$ cat config.mk
export PLATFORM = sky130hd
export DESIGN_NAME = sound_sequencer
export DESIGN_NICKNAME = d
export VERILOG_FILES = /design/src/rtl/sound_sequencer_pkg.sv /design/src/rtl/sound_sequencer_note_fifo.sv /design/src/rtl/sound_sequencer.sv
export SDC_FILE = /design/constraint.sdc
export NUM_CORES = 1
export LEC_CHECK = 0
export CAP_MARGIN = 20
export CORE_MARGIN = 2
export CORE_UTILIZATION = 40
export DETAILED_ROUTE_END_ITERATION = 10
export PLACE_DENSITY = 0.57
export SYNTH_ARGS = -nofsm -noshare
export SYNTH_HDL_FRONTEND = slang
export SYNTH_SLANG_ARGS = --single-unit
$ cat constraint.sdc
create_clock -name bit_clk -period 12.2 [get_ports bit_clk]
set_clock_uncertainty 0.05 [all_clocks]
set_input_delay 2.44 -clock bit_clk [delete_from_list [all_inputs] [get_ports bit_clk]]
set_output_delay 2.44 -clock bit_clk [all_outputs]
set_load 0.05 [all_outputs]
$ cat src/rtl/sound_sequencer_pkg.sv
// Shared definitions for the note-list sequencer.
//   - default widths for the tone divider, volume sample and duration field
//   - queue depth and tick prescaler defaults
//   - FSM state encoding (2-bit) used by the sequencer and its debug port
package sound_sequencer_pkg;

  localparam int DEF_TONE_DIV_WIDTH = 14;
  localparam int DEF_DATA_WIDTH     = 16;
  localparam int DEF_DUR_WIDTH      = 8;
  localparam int DEF_DEPTH_LOG2     = 3;
  localparam int DEF_TICK_LOG2      = 13;

  typedef enum logic [1:0] {
    S_IDLE = 2'd0,
    S_LOAD = 2'd1,
    S_PLAY = 2'd2,
    S_GAP  = 2'd3
  } seq_state_t;

  // Any state other than IDLE counts as "sequencer busy".
  function automatic logic is_active(input seq_state_t s);
    return (s != S_IDLE);
  endfunction

endpackage

$ cat src/rtl/sound_sequencer_note_fifo.sv
// Synchronous show-ahead FIFO holding queued notes.
// Ports:
//   i_clk, i_rst_n   clock, asynchronous active-low reset
//   i_push, i_wr_data  write request and data; ignored when full or flushing
//   i_pop            read request; ignored when empty or flushing
//   i_flush          empties the queue on the next edge (highest priority)
//   o_rd_data        head entry, valid whenever o_empty is low
//   o_full, o_empty, o_level  occupancy status
// Handshake: a push is taken on an edge where i_push=1 and o_full=0; a pop
// is taken on an edge where i_pop=1 and o_empty=0. Both may happen on the
// same edge, leaving o_level unchanged.
module sound_sequencer_note_fifo #(
  parameter int WIDTH      = 38,
  parameter int DEPTH_LOG2 = 3
) (
  input  logic                  i_clk,
  input  logic                  i_rst_n,
  input  logic                  i_push,
  input  logic [WIDTH-1:0]      i_wr_data,
  input  logic                  i_pop,
  input  logic                  i_flush,
  output logic [WIDTH-1:0]      o_rd_data,
  output logic                  o_full,
  output logic                  o_empty,
  output logic [DEPTH_LOG2:0]   o_level
);

  localparam int DEPTH = 1 << DEPTH_LOG2;

  logic [WIDTH-1:0]      r_mem [DEPTH];
  logic [DEPTH_LOG2-1:0] r_wr_ptr;
  logic [DEPTH_LOG2-1:0] r_rd_ptr;
  logic [DEPTH_LOG2:0]   r_count;
  logic                  w_do_push;
  logic                  w_do_pop;

  assign w_do_push = i_push && !o_full  && !i_flush;
  assign w_do_pop  = i_pop  && !o_empty && !i_flush;

  // Storage needs no reset: entries are only read after being written.
  always_ff @(posedge i_clk) begin
    if (w_do_push) r_mem[r_wr_ptr] <= i_wr_data;
  end

  // Pointers wrap naturally modulo DEPTH.
  always_ff @(posedge i_clk or negedge i_rst_n) begin
    if (!i_rst_n) begin
      r_wr_ptr <= '0;
      r_rd_ptr <= '0;
      r_count  <= '0;
    end else if (i_flush) begin
      r_wr_ptr <= '0;
      r_rd_ptr <= '0;
      r_count  <= '0;
    end else begin
      if (w_do_push) r_wr_ptr <= r_wr_ptr + 1'b1;
      if (w_do_pop)  r_rd_ptr <= r_rd_ptr + 1'b1;
      case ({w_do_push, w_do_pop})
        2'b10:   r_count <= r_count + 1'b1;
        2'b01:   r_count <= r_count - 1'b1;
        default: r_count <= r_count;
      endcase
    end
  end

  assign o_rd_data = r_mem[r_rd_ptr];
  assign o_full    = (r_count == (DEPTH_LOG2+1)'(DEPTH));
  assign o_empty   = (r_count == '0);
  assign o_level   = r_count;

endmodule

$ cat src/rtl/sound_sequencer.sv
// Note-list sequencer feeding the square-tone generator (tone_div, vol).
// The CPU pushes {tone_div, vol, dur} notes; a start pulse plays the queue
// back to back with a one-tick silent gap after each note.
// Ports:
//   bit_clk, reset_n           clock, asynchronous active-low reset
//   wr_en, wr_tone_div, wr_vol, wr_dur   note push (dur=0 means 2**DUR_WIDTH ticks)
//   start, stop                playback control pulses; stop wins
//   tone_div, vol              registered tone generator controls
//   busy, note_done            playback status (note_done pulses after each gap)
//   full, empty, level, overflow   queue status; overflow is sticky
//   dbg_state                  current FSM state for observation
module sound_sequencer
  import sound_sequencer_pkg::*;
#(
  parameter int TONE_DIV_WIDTH = DEF_TONE_DIV_WIDTH,
  parameter int DATA_WIDTH     = DEF_DATA_WIDTH,
  parameter int DUR_WIDTH      = DEF_DUR_WIDTH,
  parameter int DEPTH_LOG2     = DEF_DEPTH_LOG2,
  parameter int TICK_LOG2      = DEF_TICK_LOG2
) (
  input  logic                      bit_clk,
  input  logic                      reset_n,
  input  logic                      wr_en,
  input  logic [TONE_DIV_WIDTH-1:0] wr_tone_div,
  input  logic [DATA_WIDTH-1:0]     wr_vol,
  input  logic [DUR_WIDTH-1:0]      wr_dur,
  input  logic                      start,
  input  logic                      stop,
  output logic [TONE_DIV_WIDTH-1:0] tone_div,
  output logic [DATA_WIDTH-1:0]     vol,
  output logic                      busy,
  output logic                      note_done,
  output logic                      full,
  output logic                      empty,
  output logic [DEPTH_LOG2:0]       level,
  output logic                      overflow,
  output seq_state_t                dbg_state
);

  localparam int FW = TONE_DIV_WIDTH + DATA_WIDTH + DUR_WIDTH;

  seq_state_t                r_state;
  seq_state_t                w_state_nxt;
  logic [TONE_DIV_WIDTH-1:0] r_tone_div;
  logic [DATA_WIDTH-1:0]     r_vol;
  logic                      r_busy;
  logic                      r_note_done;
  logic                      r_overflow;
  logic [TICK_LOG2-1:0]      r_presc;
  logic [DUR_WIDTH:0]        r_dur_cnt;   // one extra bit to hold 2**DUR_WIDTH

  logic                      w_push;
  logic                      w_pop;
  logic                      w_full;
  logic                      w_empty;
  logic [DEPTH_LOG2:0]       w_level;
  logic [FW-1:0]             w_head;
  logic [TONE_DIV_WIDTH-1:0] w_head_tone;
  logic [DATA_WIDTH-1:0]     w_head_vol;
  logic [DUR_WIDTH-1:0]      w_head_dur;
  logic                      w_tick_end;
  logic                      w_last_tick;
  logic                      w_gap_exit;

  assign w_push = wr_en && !w_full && !stop;
  // The head is popped on the LOAD edge, the same edge that latches it.
  assign w_pop  = (r_state == S_LOAD) && !stop;

  sound_sequencer_note_fifo #(
    .WIDTH      (FW),
    .DEPTH_LOG2 (DEPTH_LOG2)
  ) u_fifo (
    .i_clk     (bit_clk),
    .i_rst_n   (reset_n),
    .i_push    (w_push),
    .i_wr_data ({wr_tone_div, wr_vol, wr_dur}),
    .i_pop     (w_pop),
    .i_flush   (stop),
    .o_rd_data (w_head),
    .o_full    (w_full),
    .o_empty   (w_empty),
    .o_level   (w_level)
  );

  assign {w_head_tone, w_head_vol, w_head_dur} = w_head;

  assign w_tick_end  = &r_presc;
  assign w_last_tick = w_tick_end && (r_dur_cnt == (DUR_WIDTH+1)'(1));
  assign w_gap_exit  = (r_state == S_GAP) && w_tick_end;

  always_comb begin
    w_state_nxt = r_state;
    case (r_state)
      S_IDLE: if (start && !w_empty) w_state_nxt = S_LOAD;
      S_LOAD: w_state_nxt = S_PLAY;
      S_PLAY: if (w_last_tick) w_state_nxt = S_GAP;
      S_GAP:  if (w_tick_end) w_state_nxt = w_empty ? S_IDLE : S_LOAD;
      default: w_state_nxt = S_IDLE;
    endcase
    if (stop) w_state_nxt = S_IDLE;
  end

  always_ff @(posedge bit_clk or negedge reset_n) begin
    if (!reset_n) begin
      r_state     <= S_IDLE;
      r_tone_div  <= '0;
      r_vol       <= '0;
      r_busy      <= 1'b0;
      r_note_done <= 1'b0;
      r_overflow  <= 1'b0;
      r_presc     <= '0;
      r_dur_cnt   <= '0;
    end else begin
      r_state     <= w_state_nxt;
      // busy follows the state it will be in, so it matches dbg_state.
      r_busy      <= is_active(w_state_nxt);
      r_note_done <= w_gap_exit && !stop;
      if (stop) begin
        r_vol      <= '0;
        r_presc    <= '0;
        r_dur_cnt  <= '0;
        r_overflow <= 1'b0;
      end else begin
        if (wr_en && w_full) r_overflow <= 1'b1;
        case (r_state)
          S_LOAD: begin
            r_tone_div <= w_head_tone;
            r_vol      <= w_head_vol;
            r_dur_cnt  <= (w_head_dur == '0) ? {1'b1, {DUR_WIDTH{1'b0}}}
                                             : {1'b0, w_head_dur};
            r_presc    <= '0;
          end
          S_PLAY: begin
            r_presc <= r_presc + 1'b1;
            if (w_tick_end) r_dur_cnt <= r_dur_cnt - 1'b1;
            if (w_last_tick) r_vol <= '0;
          end
          S_GAP: begin
            r_presc <= r_presc + 1'b1;
          end
          default: begin
            r_presc <= '0;
            r_vol   <= '0;
          end
        endcase
      end
    end
  end

  assign tone_div  = r_tone_div;
  assign vol       = r_vol;
  assign busy      = r_busy;
  assign note_done = r_note_done;
  assign full      = w_full;
  assign empty     = w_empty;
  assign level     = w_level;
  assign overflow  = r_overflow;
  assign dbg_state = r_state;

endmodule

Word level (Yosys, flattened, before mapping)
Memories as Yosys holds them, arrays and structs flattened.
Index checks and enable logic that the tools add are counted.
- bits in writable memories: 304
- bits in registers: 67
- output and inout bits: 41
- input bits: 43
- word-level logic and storage cells: 83
- memories: 1
- bitwise logic cells: 1
- equal/unequal tests: 10
- mux-type cells: 25
- $add $sub $neg: 6
- reductions and logical operators: 29
- memories (memory ; depth ; bits a word ; read ports ; clocked after Yosys merged registers in ; wr ports ; line ; source):
    u_fifo.r_mem ; 8 ; 38 ; 1 ; 0 ; 1 ; sound_sequencer_note_fifo.sv:30 ; logic [WIDTH-1:0] r_mem [DEPTH];
- operators by type and width (operator ; count):
    $pmux 16 s3 ; 1
    $mux 16 ; 2
    $mux 9 ; 3
    $mux 13 ; 2
    $pmux 9 s2 ; 1
    $add 13x1->13 const B ; 1
    $reduce_and 13->1 ; 1
    $logic_and 1x1->1 ; 12
    $mux 3 ; 4
    $eq 9x1->1 const B ; 1
    $sub 9x1->9 const B ; 1
    $logic_not 8->1 ; 1
    $mux 2 ; 4
    $pmux 2 s4 ; 1
    $pmux 4 s2 ; 1
    $reduce_bool 2->1 ; 4
    $add 3x1->3 const B ; 2
    $eq 2x2->1 const B ; 3
    $ne 3x3->1 const B ; 2
    $reduce_and 2->1 ; 3
    $reduce_bool 3->1 ; 2
    $mux 1 ; 5
    $add 4x1->4 const B ; 1
    $eq 2x1->1 const B ; 2
    9 further kinds ; 11

Logic depth before layout (Yosys ltp)
- depth in word-level cells: 9
- depth in mapped cells: 11
- gate-level depth less buffers: 9

Hierarchy
From an unflattened synthesis, not the netlist that was laid out.
- cells, all modules: 743
- area, all modules: 14639.0 µm²
- modules (own cells, without submodules) (module ; cells each ; area an instance (µm²) ; seq. area each (µm²) ; times used):
    sound_sequencer_note_fifo ; 518 ; 12061.6 ; 9379.0 ; 1
    sound_sequencer ; 225 ; 2577.5 ; 1426.4 ; 1

Worst setup path after synthesis
OpenSTA, ideal clock, no wires.
- path kind: input to register
- start: in wr_en
- end: mem u_fifo.r_mem[0][0], enable pin
- buffers on the path: 1
- required time: 11.622 ns
- data arrival time: 6.590 ns
- setup time: 0.528 ns
- stages: 4
- path slack: 5.032 ns
- cells stage by stage: nand2b_1 > buf_2 > or2_2 > nor4_1
- word-level cells in the longest chain between the ends: 6
- RTL lines (what ; line ; source):
    start, declared ; sound_sequencer.sv:23 ; input logic wr_en,
    $logic_and 1x1->1 (2 in series) ; sound_sequencer.sv:65 ; assign w_push = wr_en && !w_full && !stop;
    $logic_and 1x1->1 (2 in series) ; sound_sequencer_note_fifo.sv:37 ; assign w_do_push = i_push && !o_full && !i_flush;
    $mux 1 ; sound_sequencer_note_fifo.sv:42 ; if (w_do_push) r_mem[r_wr_ptr] <= i_wr_data;
    $mux 1 (implied by the code) ; sound_sequencer_note_fifo.sv:42 ;
    end, declared ; sound_sequencer_note_fifo.sv:30 ;
Every way passes these cells.

Final worst setup path
- start: in stop
- end: reg u_fifo.r_count[3] (netlist: u_fifo.o_level[3])
- word-level cells in the longest chain between the ends: 7
- elaborated cells on any way between the ends: 12
- classes of those cells: eq/ne: 2; mux: 2; reduce/logical: 8
- RTL lines (what ; line ; source):
    start, declared ; sound_sequencer.sv:28 ; input logic stop,
    $logic_not 1->1 ; -- ;
    $logic_and 1x1->1, on equally long branches ; sound_sequencer.sv:67, sound_sequencer.sv:65 ;
    $logic_and 1x1->1, on equally long branches (2 in series) ; sound_sequencer_note_fifo.sv:38, sound_sequencer_note_fifo.sv:37 ;
    $eq 2x1->1 / $eq 2x2->1 (equally long branches) ; sound_sequencer_note_fifo.sv:58 ; case ({w_do_push, w_do_pop})
    $pmux 4 s2 ; sound_sequencer_note_fifo.sv:58 ;
    $mux 4 ; sound_sequencer_note_fifo.sv:51 ; end else if (i_flush) begin
    end signal, assigned ; sound_sequencer_note_fifo.sv:59 ; 2'b10: r_count <= r_count + 1'b1;
    end signal, assigned ; sound_sequencer_note_fifo.sv:60 ; 2'b01: r_count <= r_count - 1'b1;
    end signal, assigned ; sound_sequencer_note_fifo.sv:61 ; default: r_count <= r_count;
    end, declared ; sound_sequencer_note_fifo.sv:33 ; logic [DEPTH_LOG2:0] r_count;
Parallel ways exist; a longest one is shown, timed or not.
A chain may end at the register's enable or synchronous reset.

==> results.yml <==
synth:
  synthAdderAreaFrac_pct: 0.595
  avgSynthCellArea_sq_um: 18.8
  async_flop_share_pct: 18.1
  synthTopCellsByArea: "edfxtp_1 62%, mux4_2 12%, dfrtp_1 11%"
  ys_ff_latch: 371
  synth-simple-area-share_pct: 5.23
  synth-compound-area-share_pct: 3.55
  ys_seq_area_share_pct: 73.4
  synth_top_area_share_pct: 62.0
  netlist_area_sq_um: 14700
  synth_edf_count: 304
  synth_nets: 834
  synthXorXnorAreaFrac_pct: 1.13
  yosys.area.top_type: "edfxtp_1"
  synth_mux_area_share_pct: 14.6
  synthCells: 784
  ys_warn_count: 0
  synth_cell_type_count: 60
  synth_top_family_by_area: "multiplexers"
  ys.flop_type: "edfxtp_1"
global_route:
  grt_pass1_wl_microns: 47600
  grt_usage_pct: 16.4
  antenna_found_initial: 0
  first_global_vias: 7808
  grt_max_degree: 65
  grt-ovfl-total: 0
cts:
  clk_pin_slew_ns: 0.05
  cts_hold_buf: 0
  cts_resized: 0
  clk_path_buf_depth: 3
  cts_sinks: 371
  cts_tree: "built"
  htreeDepth: 2
  cts_made_buffers: 39
  cts-root-buf: "clkbuf_16"
  clk_latency_ns: 0.53
  postCtsSetupBuffers: 0
finish:
  final_common_cell: "edfxtp_1"
  drive_gt1_share_pct: 19.0
  antenna_cells: 0
  nets: 936
  final_cell_mix: "304 x edfxtp_1, 82 x clkdlybuf4s50_1, 76 x mux4_2, 64 x dfrtp_1, 44 x nor2_1"
  area_growth_pct: 17.7
hold_path:
  whs_endpoint: "r_presc[0]"
  hold_path.class: "register to register"
  holdPathStages: 1
  worstHoldStart: "r_presc[0]"
sta:
  timing.final.crit_period_ns: 5.02
  final-setup-viol-count: 0
  clock.fmax_mhz: 199
  tns_ns: 0
  slew_headroom_pct: 33.9
  slew_violations: 0
  tightest_slew_ns: 0.986
  hold_violations: 0
  grt_setup_unrepaired: "no"
  setup_slack_ns: 7.18
  fin_crit_sh_pct: 41.1
placed_design:
  port_buffers: 83
  hpwlAfterDp_microns: 16800
  place.gp.congestion: 0.780
  place_ws_ns: 6.66
setup_path:
  cp-start-kind: "primary input"
  rrSetupSlack_ns: 8.91
  path_delay_family: "simple AND/OR/NAND/NOR gates"
  critPathMaxStageDelay_ns: 0.47
  r2r-start: "u_fifo.o_level[1]"
  critPathRequiredTime_ns: 12.56
  critPathKind: "primary input to register"
  critPathMaxFanout: 46
  crit_buf_inv: 3
  timing.rr.end: "u_fifo.r_mem[4][31]"
  slowest_stage: "or3b_2"
  cp_cell_sequence: "clkdlybuf4s50_1, buf_4, or3b_2, buf_4, nor2_4, and2_1, ha_1, o21ai_0, nand4b_1, o31ai_1, mux2_2"
  end_kind: "register"
  crit_arrival_ns: 5.38
  crit_path_frequent_cell: "buf_4"
  worstRegToRegCells: 5
pwr:
  p_total_mw: 2.90
  irDropWorstVdd_uv: 94.0
  leakagePower_nw: 5.60
  power.density_nw_per_um2: 168
route:
  vias_per_cell: 5.42
  ant_nets: 0
  drtPass1Iterations: 4
  drtIter0Drc: 532
  wl_per_cell_microns: 22.2
  routed_wl_microns: 30700
  vias: 7489
  drc: 0
floorplanning:
  num_io_pins: 84
  die_x_microns: 196
  core_sq_um: 36400
  initial_core_util_pct: 40.4
  dieArea_sq_um: 38300
  rows: 70
  die_y_microns: 196
status:
  status: "completed"
run:
  drv_cap: 0
## logic make-up after synthesis
family | after synthesis
xor+xnor | 19
simple gates | 146
compound gates | 74
fa+ha+maj | 7
buf+inv | 48
flops | 371
mux | 119
## worst reg2reg max path: cells and delay by family (launching register included)
kind | cells | cell delay [ns]
AND/OR/NAND/NOR | 4 | 1.70
flip-flops | 1 | 0.57
buffers and inverters | 1 | 0.59
## power breakdown
part	switching, mW	total [mW]	internal (mW)	leakage, nW
logic	0.214	0.334	0.120	1.36
registers	0.0353	1.46	1.42	3.64
clock network	0.472	1.11	0.640	0.597
## area by class of cell
type	count	area, sq um
Sequential cell	371	10800
Multi-Input combinational cell	365	3740
Tap cell	468	586
Clock inverter	21	138
Timing Repair Buffer	98	941
Inverter	11	41.3
Fill cell	3111	19100
Clock buffer	49	1060
## routing by layer
layer	track usage (%)	vias to the layer above	share of wire, %
met2	26.5	145	48
met3	2.80	40	4.2
met4	3.76	0	1.6
met5	0	-	0
li1	-	3345	-
met1	23.5	3959	47
## sequential cells by signal, summed over array words and instances, names as in the netlist
name and flops:
u_fifo.r_wr_ptr 3, dbg_state 2, busy 1, note_done 1, overflow 1, r_dur_cnt 9, u_fifo.r_mem 304, vol 16
u_fifo.o_level 4, tone_div 14, u_fifo.r_rd_ptr 3, r_presc 13
## synthesized netlist by cell type, types with 2 or more instances
library cell    n
or3_1           3
and3_1          3
clkinv_1        2
o2bb2ai_1      18
nand3_1         7
nand4_1         3
nor2_1         47
xor2_1         12
nor3_1         19
mux4_2         76
and2_1          2
or2_2           3
o21ai_1         2
o21ai_0        21
nor2b_1         3
mux2_2          3
nand2b_1        9
clkbuf_1        9
a211oi_1        3
nand2_1        27
buf_2          23
dfrtp_1        67
ha_1            7
nor3b_1         3
buf_1           3
nor4_1          3
a31oi_1         4
o311ai_0        2
inv_1           9
edfxtp_1      304
xnor2_1         7
a21oi_1         8
mux2i_1        40
and4_1          2
o22ai_1         3
nand4b_1        3
## stage by stage
step | area (sq um) | hold slack, ns | util [%] | cells
after floorplan | 14700 | 0.383 | - | 784
after global placement | 16100 | 0.401 | 44.2 | 1313
after detailed placement | 16100 | 0.404 | 44.2 | 1313
after CTS | 17300 | 0.412 | 47.5 | 1383
after global routing | 17300 | 0.431 | 47.5 | 1383
final | 17300 | 0.412 | 47.5 | 1383
## worst max path at each step
stage / start / endpoint / cells after the start
2_1_floorplan: wr_en / u_fifo.r_mem[0][0] / 4
3_3_place_gp: wr_en / u_fifo.r_mem[4][34] / 5
3_5_place_dp: wr_en / u_fifo.r_mem[2][16] / 5
4_1_cts: stop / u_fifo.o_level[3] / 11
5_1_grt: stop / u_fifo.o_level[3] / 11
6_report: stop / u_fifo.o_level[3] / 11
(Power assumes the default switching activity.)
